--- src/rtl/wb_select_stage.sv ---
// MEM/WB writeback-source select stage with valid/ready, stall, flush.
// Optional committed-write counter when WB_PERF_CNT_EN is defined.
module wb_select_stage #(
  parameter int WIDTH  = 32,
  parameter int NSRC   = 3,
  parameter int SEL_W  = 2,
  parameter int ADDR_W = 5
) (
  input  logic                  clk,
  input  logic                  rst_n,
  input  logic                  in_valid,
  output logic                  in_ready,
  input  logic                  stall,
  input  logic                  flush,
  input  logic [NSRC*WIDTH-1:0] src_data,
  input  logic [SEL_W-1:0]      src_sel,
  input  logic                  reg_write,
  input  logic [ADDR_W-1:0]     rd_addr,
  input  logic                  err_clr,
  output logic                  wb_valid,
  output logic                  wb_we,
  output logic [ADDR_W-1:0]     wb_addr,
  output logic [WIDTH-1:0]      wb_data,
  output logic                  sel_err
`ifdef WB_PERF_CNT_EN
  ,
  output logic [31:0]           perf_wr_cnt
`endif
);

  typedef enum logic {
    EMPTY = 1'b0,
    FULL  = 1'b1
  } state_e;

  state_e              state_q, state_d;
  logic                we_q, we_d;
  logic [ADDR_W-1:0]   addr_q, addr_d;
  logic [WIDTH-1:0]    data_q, data_d;
  logic                err_q, err_d;

  logic [31:0]         sel_ext;
  logic                sel_legal;
  logic                capture;
  logic [WIDTH-1:0]    sel_data;

  assign in_ready  = ~stall;
  assign capture   = in_valid & in_ready & ~flush;
  assign sel_ext   = 32'(src_sel);
  assign sel_legal = sel_ext < 32'(NSRC);

  always_comb begin
    sel_data = '0;
    for (int i = 0; i < NSRC; i++) begin
      if (sel_ext == 32'(i)) begin
        sel_data = src_data[i*WIDTH +: WIDTH];
      end
    end
  end

  always_comb begin
    state_d = state_q;
    we_d    = we_q;
    addr_d  = addr_q;
    data_d  = data_q;
    err_d   = err_q;
    if (flush) begin
      state_d = EMPTY;
      we_d    = 1'b0;
    end else if (stall) begin
      state_d = state_q;
    end else if (capture) begin
      state_d = FULL;
      addr_d  = rd_addr;
      if (sel_legal) begin
        data_d = sel_data;
        we_d   = reg_write & (rd_addr != '0);
      end else begin
        data_d = '0;
        we_d   = 1'b0;
      end
    end else begin
      state_d = EMPTY;
      we_d    = 1'b0;
    end
    // A stall freezes sel_err too; set beats clear.
    if (err_clr & (flush | ~stall)) begin
      err_d = 1'b0;
    end
    if (capture & ~sel_legal) begin
      err_d = 1'b1;
    end
  end

  always_ff @(posedge clk) begin
    if (!rst_n) begin
      state_q <= EMPTY;
      we_q    <= 1'b0;
      addr_q  <= '0;
      data_q  <= '0;
      err_q   <= 1'b0;
    end else begin
      state_q <= state_d;
      we_q    <= we_d;
      addr_q  <= addr_d;
      data_q  <= data_d;
      err_q   <= err_d;
    end
  end

  assign wb_valid = (state_q == FULL);
  assign wb_we    = we_q;
  assign wb_addr  = addr_q;
  assign wb_data  = data_q;
  assign sel_err  = err_q;

`ifdef WB_PERF_CNT_EN
  logic [31:0] perf_cnt_q, perf_cnt_d;

  always_comb begin
    perf_cnt_d = perf_cnt_q;
    if (we_q & ~stall) begin
      perf_cnt_d = perf_cnt_q + 32'd1;
    end
  end

  always_ff @(posedge clk) begin
    if (!rst_n) begin
      perf_cnt_q <= '0;
    end else begin
      perf_cnt_q <= perf_cnt_d;
    end
  end

  assign perf_wr_cnt = perf_cnt_q;
`endif

endmodule

--- config.mk ---
export PLATFORM = sky130hd
export DESIGN_NAME = wb_select_stage
export DESIGN_NICKNAME = d
export VERILOG_FILES = /design/src/rtl/wb_select_stage.sv
export SDC_FILE = /design/constraint.sdc
export NUM_CORES = 1
export LEC_CHECK = 0
export BUFFER_PORTS_ARGS = -buffer_cell sky130_fd_sc_hd__buf_2
export CAP_MARGIN = 20
export CORE_UTILIZATION = 44
export CTS_CLUSTER_DIAMETER = 60
export DETAILED_ROUTE_END_ITERATION = 6
export PLACE_DENSITY = 0.83
export REMOVE_ABC_BUFFERS = 1
export SLEW_MARGIN = 20
export SYNTH_ARGS = -nofsm -noshare
export SYNTH_HDL_FRONTEND = slang
export SYNTH_SLANG_ARGS = --single-unit
export TNS_END_PERCENT = 100
--- constraint.sdc ---
create_clock -name clk -period 2.4 [get_ports clk]
set_input_delay 0.24 -clock clk [delete_from_list [all_inputs] [get_ports clk]]
set_output_delay 0.24 -clock clk [all_outputs]
set_load 0.05 [all_outputs]
==> qor.csv <==
metric,value,unit
DR WL met2,2.76,mm
Worst Hold Class,in2reg,
Layout area overhead,38.3,%
TritonCTS clock tree,built,
CP required,2160,ps
root buffer cell,clkbuf_8,
simple-gate share of the synthesized area,0.0475,
CP arrival,890,ps
RSZ-0062 raised after global routing,no,
Max clock buf depth,2,
post-synthesis mux area share,0.183,
worst setup path start,wb_data[5],
Met1 Wirelength,2.29,mm
GRT Overall Usage,0.216,
first-pass GRT wire length,8.61,mm
critical-path cell list,buf_2,
post-CTS sizing,0,
DIE AREA,5010,um^2
RR Endpoint,wb_data[16],
IO buf count,150,
routed len/inst,13.4,um
VDD IR-drop max,0.339,mV
routed vias/inst,5.34,
drc violations,24,
hold bufs inserted after CTS,0,
Highest Signal Layer,met4,
number of cells produced by synthesis,218,
diodes inserted,0,
initial antenna violation count,0,
Fin Hold WS,201,ps
total wire length,5.50,mm
WS Path Type,reg2out,
hpwl dp,4.13,mm
Total Nets Final,467,
crit end category,output port,
FP Rows,24,
"commonest non-fill, non-tap cell in the layout",buf_2,
"Distinct cells, synth",21,
Max Cap Violations,0,
R2R Path Start,wb_data[16],
FMAX,888,MHz
cell depth of the worst setup path,1,
post-synthesis sequential area ratio,0.385,
post-synthesis register bit count,40,
core area,4440,um^2
Leak,1.50,nW
CTS Buf Count,5,
Fillers,377,
Crit path largest cell delay,340,ps
Slew HR,0.588,
Die Height,70.8,um
Ys Warns,0,
Iter 0 DRT Violations,106,
"commonest cells after routing, fill and taps aside","buf_2, dfxtp_1, mux2i_1, a2bb2oi_1, a21oi_1",
post-route clock skew,0,ps
post-route ant nets,0,
WL met3,414,um
crit path launch type,flop,
family with the most delay on the worst path,flip-flops,
I/O pin count,151,
area fraction in compound gates after synthesis,0.297,
final core occ,0.648,
reg2reg setup slack,1730,ps
Slew @ Worst Pin,618,ps
Sink Count,40,
DR pass1 iterations,6,
pwr dens,549,nW/um^2
final setup fails,0,
Mapped Area,2080,um^2
max-slew violation total from the final report,0,
CP Capture Point,wb_data[5],
CTS H-Tree Depth,2,
Final period util,0.469,
Clock Pin Slew Worst Setup and Hold Paths,70,ps
largest family of logic cells by synthesized area,compound AO/OA/AOI/OAI gates,
grt total ovfl,0,
Worst-Skew Late Latency,270,ps
"Avg Cell Area, Syn",9.54,um^2
CP max FO,2,
status,"complete, but fails checks",
violated checks,design-rule violations,
Worst Reg2Reg Path Length in Cells,2,
Starting Density,0.468,
final RePlAce weighted congestion,0.718,
Die X,70.8,um
Crit-path slowest cell,dfxtp_1,
largest net degree at the start of global routing,72,
"Buf+Inv Stages, Crit Path",1,
via count,2188,
XOR/XNOR share of the synthesized area,0,
Post-CTS Repair Setup Buffers,0,
post-synthesis adder-cell area fraction,0,
Final Hold Viols,0,
vias in the first global route,1998,
layout cells sized above 1,0.458,
fin crit period,1130,ps
==> kinds of logic after synthesis <==
logic type,count (synthesis)
simple gates,15
mux,38
buf+inv,26
compound gates,99
flops,40
==> registers in the layout, indices dropped and copies added, names as in the netlist <==
signal / count
wb_data: 32
wb_addr: 5
sel_err: 1
wb_valid: 1
wb_we: 1
==> cells in the mapped netlist, drive strengths merged <==
library cell,instances,area (um^2)
dfxtp,40,801
mux2i,38,380
o21ai,34,170
a21oi,32,160
a2bb2oi,32,280
buf,17,149
clkbuf,7,26.3
nor2b,7,43.8
inv,2,7.51
nor3b,2,20.0
a21boi,1,7.51
nand2,1,3.75
nand3,1,5.00
nand4,1,6.26
nand4b,1,8.76
nor2,1,3.75
or4,1,7.51
==> how the worst min path moves through the flow <==
stage / to / startpoint / slack (ps) / cells after the start
final: wb_valid / flush / 200 / 2
after global routing: wb_valid / flush / 190 / 2
after CTS: wb_valid / flush / 190 / 2
after detailed placement: sel_err / sel_err / 460 / 2
after global placement: sel_err / sel_err / 460 / 2
after floorplan: wb_valid / flush / 320 / 1
==> per-stage QoR <==
stage | area, um^2 | worst slack, ps | std cells | TNS (ps) | power [mW]
after floorplan | 1910 | -426 | 194 | -13030 | 0.972
after global placement | 2790 | 1100 | 402 | 0 | 1.15
after detailed placement | 2790 | 1010 | 402 | 0 | 1.15
after CTS | 2880 | 1260 | 410 | 0 | 1.60
after global routing | 2880 | 1210 | 410 | 0 | 1.66
final | 2880 | 1270 | 410 | 0 | 1.58
==> power by group <==
| part | internal (mW) | total (mW) | leakage, nW | switching, mW |
|---|---|---|---|---|
| sequential | 0.695 | 0.709 | 0.327 | 0.0140 |
| combinational | 0.180 | 0.430 | 1.13 | 0.250 |
| clock | 0.234 | 0.440 | 0.0455 | 0.206 |
==> per-layer routing <==
| metal | track usage | vias up |
|---|---|---|
| met4 | 0.0511 | 0 |
| met5 | 0 | - |
| met3 | 0.0641 | 4 |
| met2 | 0.405 | 103 |
| li1 | - | 1098 |
| met1 | 0.238 | 983 |
==> area by class of cell <==
cell class	instances	area (um^2)	area share
inverters	2	7.51	0.00261
flip-flops and latches	40	801	0.278
repair buffers	156	808	0.281
multi-input cells	152	1110	0.384
well taps	52	65.1	0.0226
clock buffers	8	90.1	0.0313
Power figures use the tool's default switching activity.
